==> config.mk <==
export PLATFORM = sky130hd
export DESIGN_NAME = mips_fetch_regs_flat
export DESIGN_NICKNAME = d
export VERILOG_FILES = /design/src/rtl/mips_pkg.sv /design/src/rtl/mips_fetch_regs_if.sv /design/src/rtl/mips_alu_ctrl.sv /design/src/rtl/mips_fetch_regs.sv /design/src/flat_wrapper.sv
export SDC_FILE = /design/constraint.sdc
export NUM_CORES = 2
export LEC_CHECK = 0
export BUFFER_PORTS_ARGS = -buffer_cell sky130_fd_sc_hd__buf_4
export CORE_MARGIN = 4
export CORE_UTILIZATION = 51
export CTS_CLUSTER_DIAMETER = 100
export DETAILED_ROUTE_END_ITERATION = 7
export GPL_TIMING_DRIVEN = 0
export HOLD_SLACK_MARGIN = 0.03
export PLACE_DENSITY = 0.68
export SLEW_MARGIN = 20
export SYNTH_ARGS = -nofsm -noshare
export SYNTH_HDL_FRONTEND = slang
export SYNTH_SLANG_ARGS = --single-unit
==> constraint.sdc <==
create_clock -name clk -period 6.4 [get_ports clk]
set_input_delay 1.28 -clock clk [delete_from_list [all_inputs] [get_ports clk]]
set_output_delay 1.28 -clock clk [all_outputs]
set_load 0.02 [all_outputs]
==> src/rtl/mips_pkg.sv <==
// Shared constants for the MIPS fetch/register-file slice.
// Covers the ALU operation codes, the main-control alu_op classes,
// the R-type funct values and the default reset PC.
// Also provides the branch-offset helper used by the next-PC logic.
package mips_pkg;

    // ALU operation codes driven to the ALU
    localparam logic [3:0] ALU_AND = 4'b0000;
    localparam logic [3:0] ALU_OR  = 4'b0001;
    localparam logic [3:0] ALU_ADD = 4'b0010;
    localparam logic [3:0] ALU_SLL = 4'b0011;
    localparam logic [3:0] ALU_SRL = 4'b0100;
    localparam logic [3:0] ALU_SUB = 4'b0110;
    localparam logic [3:0] ALU_SLT = 4'b0111;
    localparam logic [3:0] ALU_NOR = 4'b1100;

    // alu_op classes produced by main control
    localparam logic [2:0] ALUOP_ADD   = 3'b000;
    localparam logic [2:0] ALUOP_SUB   = 3'b001;
    localparam logic [2:0] ALUOP_RTYPE = 3'b010;
    localparam logic [2:0] ALUOP_AND   = 3'b011;
    localparam logic [2:0] ALUOP_OR    = 3'b100;
    localparam logic [2:0] ALUOP_SLT   = 3'b101;

    // R-type funct field values
    localparam logic [5:0] FUNCT_ADD = 6'b100000;
    localparam logic [5:0] FUNCT_SUB = 6'b100010;
    localparam logic [5:0] FUNCT_AND = 6'b100100;
    localparam logic [5:0] FUNCT_OR  = 6'b100101;
    localparam logic [5:0] FUNCT_NOR = 6'b100111;
    localparam logic [5:0] FUNCT_SLT = 6'b101010;
    localparam logic [5:0] FUNCT_SLL = 6'b000000;
    localparam logic [5:0] FUNCT_SRL = 6'b000010;
    localparam logic [5:0] FUNCT_JR  = 6'b001000;

    localparam logic [31:0] RESET_PC_DEFAULT = 32'h0000_0000;

    // Sign-extended word offset of a branch: sext(imm) << 2
    function automatic logic [31:0] branch_offset(input logic [15:0] imm);
        return {{14{imm[15]}}, imm, 2'b00};
    endfunction

endpackage

==> src/rtl/mips_fetch_regs_if.sv <==
// Signal bundle between the fetch/register slice and its neighbours:
// instruction memory, main control, the ALU and the write-back mux.
// master = the surrounding datapath; slave = mips_fetch_regs.
interface mips_fetch_regs_if;

    logic [31:0] instr;
    logic        branch;
    logic        jump;
    logic        zero;
    logic [2:0]  alu_op;
    logic        reg_write;
    logic [4:0]  wr_addr;
    logic [31:0] wr_data;

    logic [31:0] pc;
    logic [31:0] pcplus4;
    logic [31:0] rd_data1;
    logic [31:0] rd_data2;
    logic [3:0]  operation;
    logic        jr;
    logic        rf_write;

    modport master (
        output instr, branch, jump, zero, alu_op, reg_write, wr_addr, wr_data,
        input  pc, pcplus4, rd_data1, rd_data2, operation, jr, rf_write
    );

    modport slave (
        input  instr, branch, jump, zero, alu_op, reg_write, wr_addr, wr_data,
        output pc, pcplus4, rd_data1, rd_data2, operation, jr, rf_write
    );

endinterface

==> src/rtl/mips_alu_ctrl.sv <==
// ALU control decode: maps the main-control alu_op class, and for R-type
// the funct field, onto a 4-bit ALU operation code. It also flags jr.
// Any unknown combination falls back to ADD.
module mips_alu_ctrl
    import mips_pkg::*;
(
    input  logic [2:0] alu_op_i,
    input  logic [5:0] funct_i,
    output logic [3:0] operation_o,
    output logic       jr_o
);

    // Decode alu_op/funct into the ALU operation and the jr flag
    always_comb begin
        // NOTE: every output gets a default first so no path leaves it unassigned (no latch).
        operation_o = ALU_ADD;
        jr_o        = 1'b0;
        case (alu_op_i)
            ALUOP_ADD: operation_o = ALU_ADD;
            ALUOP_SUB: operation_o = ALU_SUB;
            ALUOP_AND: operation_o = ALU_AND;
            ALUOP_OR:  operation_o = ALU_OR;
            ALUOP_SLT: operation_o = ALU_SLT;
            ALUOP_RTYPE: begin
                case (funct_i)
                    FUNCT_ADD: operation_o = ALU_ADD;
                    FUNCT_SUB: operation_o = ALU_SUB;
                    FUNCT_AND: operation_o = ALU_AND;
                    FUNCT_OR:  operation_o = ALU_OR;
                    FUNCT_NOR: operation_o = ALU_NOR;
                    FUNCT_SLT: operation_o = ALU_SLT;
                    FUNCT_SLL: operation_o = ALU_SLL;
                    FUNCT_SRL: operation_o = ALU_SRL;
                    FUNCT_JR: begin
                        operation_o = ALU_ADD;
                        jr_o        = 1'b1;
                    end
                    default:   operation_o = ALU_ADD;
                endcase
            end
            default: operation_o = ALU_ADD;
        endcase
    end

endmodule

==> src/rtl/mips_fetch_regs.sv <==
// Single-cycle MIPS core slice: PC register with next-PC select,
// 32x32 register file (2 async reads, 1 sync write), and ALU-control decode.
// A jr instruction steers the next PC to rd_data1 and suppresses the RF write.
// Optional feature: define RF_BYPASS_EN to make a read of the register being
// written in the same cycle return wr_data (write-through) instead of the old value.
module mips_fetch_regs
    import mips_pkg::*;
#(
    parameter logic [31:0] RESET_PC = RESET_PC_DEFAULT,
    parameter int          DATA_W   = 32
) (
    input logic               clk,
    input logic               rst_n,
    mips_fetch_regs_if.slave  bus
);

    logic [31:0]       pc_q;
    logic [31:0]       pc_d;
    logic [31:0]       pcplus4;
    logic [DATA_W-1:0] rf_q [32];
    logic [DATA_W-1:0] rd1;
    logic [DATA_W-1:0] rd2;
    logic [3:0]        operation;
    logic              jr;
    logic              rf_write;

    mips_alu_ctrl u_alu_ctrl (
        .alu_op_i    (bus.alu_op),
        .funct_i     (bus.instr[5:0]),
        .operation_o (operation),
        .jr_o        (jr)
    );

    assign rf_write = bus.reg_write & ~jr;
    assign pcplus4  = pc_q + 32'd4;

    // Next-PC select: jr, then jump, then taken branch, else sequential
    always_comb begin
        pc_d = pcplus4;
        if (jr) begin
            pc_d = rd1;
        end else if (bus.jump) begin
            pc_d = {pcplus4[31:28], bus.instr[25:0], 2'b00};
        end else if (bus.branch && bus.zero) begin
            pc_d = pcplus4 + branch_offset(bus.instr[15:0]);
        end
    end

    // PC register, loaded every cycle
    always_ff @(posedge clk or negedge rst_n) begin
        // NOTE: sequential state uses non-blocking assignments so every flop samples pre-edge values.
        if (!rst_n) begin
            pc_q <= RESET_PC;
        end else begin
            pc_q <= pc_d;
        end
    end

    // Register file write port; register 0 is never written
    always_ff @(posedge clk or negedge rst_n) begin
        if (!rst_n) begin
            // NOTE: the whole array is cleared on reset, so it maps to flops rather than a RAM macro.
            for (int i = 0; i < 32; i++) begin
                rf_q[i] <= '0;
            end
        end else if (rf_write && (bus.wr_addr != 5'd0)) begin
            rf_q[bus.wr_addr] <= bus.wr_data;
        end
    end

    // Read port 1 (rs): register 0 reads zero
    always_comb begin
        rd1 = '0;
        if (bus.instr[25:21] != 5'd0) begin
            rd1 = rf_q[bus.instr[25:21]];
        end
`ifdef RF_BYPASS_EN
        if (rf_write && (bus.wr_addr != 5'd0) && (bus.wr_addr == bus.instr[25:21])) begin
            rd1 = bus.wr_data;
        end
`endif
    end

    // Read port 2 (rt): register 0 reads zero
    always_comb begin
        rd2 = '0;
        if (bus.instr[20:16] != 5'd0) begin
            rd2 = rf_q[bus.instr[20:16]];
        end
`ifdef RF_BYPASS_EN
        if (rf_write && (bus.wr_addr != 5'd0) && (bus.wr_addr == bus.instr[20:16])) begin
            rd2 = bus.wr_data;
        end
`endif
    end

    assign bus.pc        = pc_q;
    assign bus.pcplus4   = pcplus4;
    assign bus.rd_data1  = rd1;
    assign bus.rd_data2  = rd2;
    assign bus.operation = operation;
    assign bus.jr        = jr;
    assign bus.rf_write  = rf_write;

endmodule

==> src/flat_wrapper.sv <==
// flat-port wrapper written by rule: the top's interface ports become plain ports
module mips_fetch_regs_flat import mips_pkg::*;
#(
    parameter logic [31:0] RESET_PC = RESET_PC_DEFAULT,
    parameter int          DATA_W   = 32
)
  (clk, rst_n, bus_instr, bus_branch, bus_jump, bus_zero, bus_alu_op, bus_reg_write, bus_wr_addr, bus_wr_data, bus_pc, bus_pcplus4, bus_rd_data1, bus_rd_data2, bus_operation, bus_jr, bus_rf_write);
  mips_fetch_regs_if bus_i ();
  input logic clk;
  input logic rst_n;
  input wire logic [$bits(bus_i.instr)-1:0] bus_instr;
  input wire logic [$bits(bus_i.branch)-1:0] bus_branch;
  input wire logic [$bits(bus_i.jump)-1:0] bus_jump;
  input wire logic [$bits(bus_i.zero)-1:0] bus_zero;
  input wire logic [$bits(bus_i.alu_op)-1:0] bus_alu_op;
  input wire logic [$bits(bus_i.reg_write)-1:0] bus_reg_write;
  input wire logic [$bits(bus_i.wr_addr)-1:0] bus_wr_addr;
  input wire logic [$bits(bus_i.wr_data)-1:0] bus_wr_data;
  output wire logic [$bits(bus_i.pc)-1:0] bus_pc;
  output wire logic [$bits(bus_i.pcplus4)-1:0] bus_pcplus4;
  output wire logic [$bits(bus_i.rd_data1)-1:0] bus_rd_data1;
  output wire logic [$bits(bus_i.rd_data2)-1:0] bus_rd_data2;
  output wire logic [$bits(bus_i.operation)-1:0] bus_operation;
  output wire logic [$bits(bus_i.jr)-1:0] bus_jr;
  output wire logic [$bits(bus_i.rf_write)-1:0] bus_rf_write;
  assign bus_i.instr = bus_instr;
  assign bus_i.branch = bus_branch;
  assign bus_i.jump = bus_jump;
  assign bus_i.zero = bus_zero;
  assign bus_i.alu_op = bus_alu_op;
  assign bus_i.reg_write = bus_reg_write;
  assign bus_i.wr_addr = bus_wr_addr;
  assign bus_i.wr_data = bus_wr_data;
  assign bus_pc = bus_i.pc;
  assign bus_pcplus4 = bus_i.pcplus4;
  assign bus_rd_data1 = bus_i.rd_data1;
  assign bus_rd_data2 = bus_i.rd_data2;
  assign bus_operation = bus_i.operation;
  assign bus_jr = bus_i.jr;
  assign bus_rf_write = bus_i.rf_write;
  mips_fetch_regs #(.RESET_PC(RESET_PC), .DATA_W(DATA_W)) u_core (.clk(clk), .rst_n(rst_n), .bus(bus_i));
endmodule
# After elaboration in Yosys (flattened, before gate mapping)
# Cells that the tools add are included.
word_totals:
  elab_cells: 81
  out_inout_bits: 134
  in_bits: 78
  regBits: 1056
classes:
  reduce_logical: 7
  muxes: 18
  n_addsub: 2
  n_eq_ne: 12
  bitwise: 5
  magnitude_cmp: 4
ops:
  columns: ["op", "n"]
  rows:
  - ["$bwmux W1024", 1]
  - ["$bmux W32 S5", 2]
  - ["$mux W32", 10]
  - ["$demux W32 S5", 1]
  - ["$add A32 B3 Y32 const B", 1]
  - ["$add A32 B32 Y32", 1]
  - ["$eq A6 B6 Y1 const B", 5]
  - ["$pmux W4 S7", 1]
  - ["$pmux W4 S5", 1]
  - ["$ge A6 B6 Y1 const B", 3]
  - ["$not A5 Y6", 3]
  - ["$reduce_bool A5 Y1", 3]
  - ["$eq A3 B2 Y1 const B", 2]
  - ["$eq A3 B3 Y1 const B", 2]
  - ["$eq A6 B2 Y1 const B", 1]
  - ["$eq A6 B4 Y1 const B", 1]
  - ["$logic_not A6 Y1", 1]
  - ["$lt A6 B1 Y1 const B", 1]
  - ["$eq A3 B1 Y1 const B", 1]
  - ["$logic_and A1 B1 Y1", 3]
  - ["$mux W1", 2]
  - ["$and A1 B1 Y1", 1]
  - ["$not A1 Y1", 1]

# Depth between registers and ports, before layout
logic_depth:
  depth_word: 6
  ltp_mapped: 17
  mapped_depth_nobuf: 16

# Modules after synthesis
# A second synthesis with hierarchy kept.
hier_totals:
  hier_cells: 3797
  area_unflattened_um2: 57919.3
modules_own_cells:
  columns: ["module", "instances", "seq_area_each_um2", "area_per_inst_um2", "cells_per_inst"]
  rows:
  - ["mips_fetch_regs", 1, 26425.3, 57756.6, 3772]
  - ["mips_alu_ctrl", 1, 0.0, 162.7, 25]

# Least setup slack after synthesis
# OpenSTA, ideal clock, no wires.
synth_path:
  path_type: "input to output"
  startpoint: "in bus_instr[16]"
  endpoint: "out bus_rd_data2[15]"
  stages: 7
  n_path_buf: 3
  setup_slack_ps: 1707
  arrival_ps: 3413
  t_required_ps: 5120
  cell_sequence: "clkbuf_1 -> buf_2 -> buf_1 -> mux4_2 -> mux4_2 -> mux2i_1 -> nor2_1"
synth_between:
  elab_chain_len: 5
  elab_cells_between_ends: 6
  cone_classes: "4 x mux; 1 x bitwise; 1 x reduce/logical"
synth_lines:
  columns: ["item", "line_no", "rtl"]
  rows:
  - ["start, declared", "flat_wrapper.sv:11", "input wire logic [$bits(bus_i.instr)-1:0] bus_instr;"]
  - ["$not A5 Y6 (implied by the code)", "mips_fetch_regs.sv:88", "rd2 = rf_q[bus.instr[20:16]];"]
  - ["$bmux W32 S5", "mips_fetch_regs.sv:88", null]
  - ["$mux W32 (implied by the code) (2 in a row)", "mips_fetch_regs.sv:88", null]
  - ["$mux W32 (*)", "mips_fetch_regs.sv:87", "if (bus.instr[20:16] != 5'd0) begin"]
  - ["end, declared", "flat_wrapper.sv:22", "output wire logic [$bits(bus_i.rd_data2)-1:0] bus_rd_data2;"]
# Mark *: on every way between the ends. The rest lies on a longest branch, timed or not. The select of a mux whose other input is x is not followed.

# Worst setup path after layout
layout_path:
  startpoint: "in bus_instr[22]"
  endpoint: "out bus_rd_data1[24]"
layout_between:
  elab_chain_len: 5
  elab_cells_between_ends: 6
  cone_classes: "4 x mux; 1 x bitwise; 1 x reduce/logical"
layout_lines:
  columns: ["item", "line_no", "rtl"]
  rows:
  - ["$not A5 Y6 (implied by the code)", "mips_fetch_regs.sv:75", "rd1 = rf_q[bus.instr[25:21]];"]
  - ["$bmux W32 S5", "mips_fetch_regs.sv:75", null]
  - ["$mux W32 (implied by the code) (2 in a row)", "mips_fetch_regs.sv:75", null]
  - ["$mux W32 (*)", "mips_fetch_regs.sv:74", "if (bus.instr[25:21] != 5'd0) begin"]
  - ["end, declared", "flat_wrapper.sv:21", "output wire logic [$bits(bus_i.rd_data1)-1:0] bus_rd_data1;"]
# Marks and branches as above.

==> impl_metrics.csv <==
group,metric,value,unit
status,status,"finished, violations left",
status,violations,"negative setup slack",
yosys,syn-num-nets,3875,
yosys,synthCells,3759,
hold_path,hold_path_class,"reg2reg",
yosys,synth_edf_count,0,
power,swShare,0.301,
global_route,grtUsageMet3,0.109,
worst_setup_path,path_max_fanout,10,
sta,setup_ws,-34.1,ps
final_layout,drive_gt1_frac,0.523,
yosys,ys_seq_area_frac,0.455,
clock_tree,cts_root_buffer,"clkbuf_16",
power,power_density,321,nW/um2
place,port_buffers,196,
detailed_routing,drtAntennaViolNets,0,
clock_tree,cts_tree,"done",
die,die_area,119000,um2
worst_setup_path,crit_path_end_kind,"primary output",
global_route,use_met2,0.529,
worst_setup_path,crit_type,"in2out",
sta,layout_min_cycle_time,6430,ps
yosys,async_flop_share,1.00,
place,dp_hpwl,147000,um
die,start_util,0.515,
worst_setup_path,worst_setup_path_start_kind,"primary input",
yosys,syn_area,58100,um2
yosys,ys_ff_latch,1056,
global_route,grt_start_max_net_pins,146,
final_layout,syn_to_final_growth,13.3,%
clock_tree,htree_levels,3,
detailed_routing,drtIter0Drc,4936,
yosys,yosysWarnings,0,
sta,tightest_slew,1310,ps
power,power.leakage,0.0287,uW
detailed_routing,dr.pass1.iters,5,
detailed_routing,avgViaCountPerCell,6.98,
sta,min_period_over_period,1.01,
power,power.total,21100,uW
clock_tree,cts_sinks,1056,
sta,finalHoldViolations,0,
worst_setup_path,cp.required,5120,ps
die,ioPinCount,212,
global_route,grt_pass1_wl,301000,um
detailed_routing,num_vias,39715,
clock_tree,clock_latency,730,ps
detailed_routing,post_drt_wl_per_cell,37.4,um
global_route,first_global_vias,39924,
clock_tree,numCtsBuffers,115,
clock_tree,cts_setup_buffers,0,
die,die_h,346,um
place,routabilityCongestion,0.962,
detailed_routing,drc,0,
die,rows,123,
power,pwr-share-seq,0.421,
global_route,overflow,0,
yosys,synth_flop_cell,"dfrtp_1",
sta,max_freq,155,MHz
clock_tree,hold_buffers,0,
global_route,grt_use_total,0.355,
power,p_clk_frac,0.326,
clock_tree,cts.path.max_buffers,3,
power,ir_drop,247,uV
clock_tree,clk_pin_slew,60,ps
sta,setup_viol,1,
power,switching_power,6360,uW
final_layout,fin_nets,4204,
global_route,use_met1,0.473,
global_route,antenna_found_initial,7,
sta,relSlewSlack,0.128,
final_layout,multiInputGateArea,29800,um2
detailed_routing,wl,213000,um
power,p_comb_frac,0.253,
power,power.internal,14800,uW
die,core,113000,um2
yosys,avgSynthCellArea,15.5,um2
global_route,grt_most_used_layer,"met2",
die,die_width,346,um
sta,clock_skew,22.6,ps
final_layout,fillers,8786,
sta,finalSetupTns,-34.1,ps
flow_run,cap_violations,0,
sta,drv_slew,0,
final_layout,regArea,26400,um2
worst_setup_path,arrival,5150,ps
yosys,yosysUniqueCellTypes,70,
sta,rsz0062_at_grt,"no",
## what timing repair did
action,CTS,global route
endpoints found under the hold margin,0,0
gates resized for setup,3,3
setup endpoints to repair,3,2
## through the flow
step	worst slack [ps]	util	hold WS (ps)	cell area, um2	std cells
floorplan	1710	-	441	58100	3759
global placement	-8880	0.545	452	61500	5455
detailed placement	-131	0.549	465	61900	5470
CTS	28.6	0.583	481	65800	5685
global route	27.1	0.584	504	65800	5686
finish	-34.1	0.584	478	65800	5691
## flip-flops by register name (all words and copies together) (netlist names)
register       cells
u_core.rf_q     1024
u_core.bus.pc     32
## power groups by stage
| stage | logic (uW) | clock network (uW) | registers [uW] |
|---|---|---|---|
| after floorplan | 3610 | 0 | 8660 |
| after global placement | 5160 | 0 | 8850 |
| after detailed placement | 5280 | 0 | 8940 |
| after CTS | 5300 | 6920 | 8840 |
| after global routing | 5630 | 7210 | 9020 |
| final | 5350 | 6890 | 8890 |
## critical path, stage by stage
cell and delay (ps):
buf_2 160, clkbuf_2 560, clkbuf_2 740, mux4_2 420, mux4_2 550, mux2i_1 800, nor2_1 350, buf_4 270
## synthesized netlist by cell type, types with 4 or more instances
library cell,instances,area [um2]
dfrtp_1,1056,26400
mux2_2,908,10200
mux4_2,640,14400
clkbuf_1,223,837
buf_2,129,646
nand2_1,97,364
nor2_1,94,353
mux2_1,87,980
mux2i_1,53,531
a21oi_1,49,245
ha_1,37,463
xnor2_1,34,298
o21ai_0,32,160
buf_1,29,109
buf_4,25,188
nand3_1,21,105
a21o_1,18,135
xor2_1,17,149
nand2b_1,15,93.8
o21ai_1,13,65.1
and3_1,12,75.1
inv_1,11,41.3
nor3_1,11,55.1
o211ai_1,11,82.6
nand4_1,10,62.6
a31oi_1,9,56.3
buf_6,9,101
or3_1,9,56.3
o31ai_1,8,60.1
nor2b_1,7,43.8
o21bai_1,7,52.6
and2_1,6,37.5
a211oi_1,4,30.0
a221oi_1,4,35.0
nand2_2,4,25.0
nor3b_1,4,30.0
o21a_1,4,30.0
or4_1,4,30.0
## cells by family after synthesis
kind of cell | after synthesis | share of synthesized area
AO/OA/AOI/OAI | 188 | 0.0210
XOR/XNOR | 51 | 0.00769
adder cells (fa/ha/maj) | 38 | 0.00831
buffers and inverters | 428 | 0.0332
flip-flops | 1056 | 0.455
multiplexers | 1688 | 0.450
AND/OR/NAND/NOR | 310 | 0.0252
## layer usage
metal / vias to the layer above / wire length, um
met5: - / 27
met4: 4 / 13900
met3: 580 / 25000
met2: 2620 / 94900
met1: 21250 / 79000
li1: 15261 / -
## cell type report
class                           count  area share
Multi-Input combinational cell   2275       0.452
Sequential cell                  1056       0.401
Clock buffer                      157      0.0493
Buffer                            415      0.0297
Timing Repair Buffer              212      0.0285
Tap cell                         1500      0.0285
Clock inverter                     58     0.00954
Inverter                           13    0.000741
Antenna cell                        5    0.000190
## cell usage in the layout (no fill, tap or decap), types with 12 or more instances in the layout
cell       Yosys  final
buf_16         0     12
clkbuf_1     223    211
nand3_1       21     21
mux4_2       640    640
mux2i_1       53     53
nor2_1        94     93
ha_1          37     37
mux2_2       908    908
dfrtp_1     1056   1056
and3_1        12     12
o21ai_1       13     13
buf_2        129    149
nand2b_1      15     15
clkbuf_16      0    116
buf_4         25    220
xor2_1        17     17
clkinv_2       0     38
mux2_1        87     87
a21oi_1       49     49
o21ai_0       32     32
nand2_1       97     97
xnor2_1       34     34
clkbuf_2       0     35
clkbuf_8       0     19
a21o_1        18     18
## final timing paths
check                             startpoint                 to  slack, ps  cells after the start
max                            bus_instr[22]   bus_rd_data1[24]        -30                      8
min in group asynchronous              rst_n   u_core.rf_q[677]        490                      1
min reg2reg                u_core.rf_q[1006]  u_core.rf_q[1006]        480                      1
max in group asynchronous              rst_n   u_core.rf_q[591]       4010                      3
max reg2reg                 u_core.bus.pc[8]  u_core.bus.pc[31]       1600                     17
min                        u_core.rf_q[1006]  u_core.rf_q[1006]        480                      1
(Power assumes the default switching activity.)
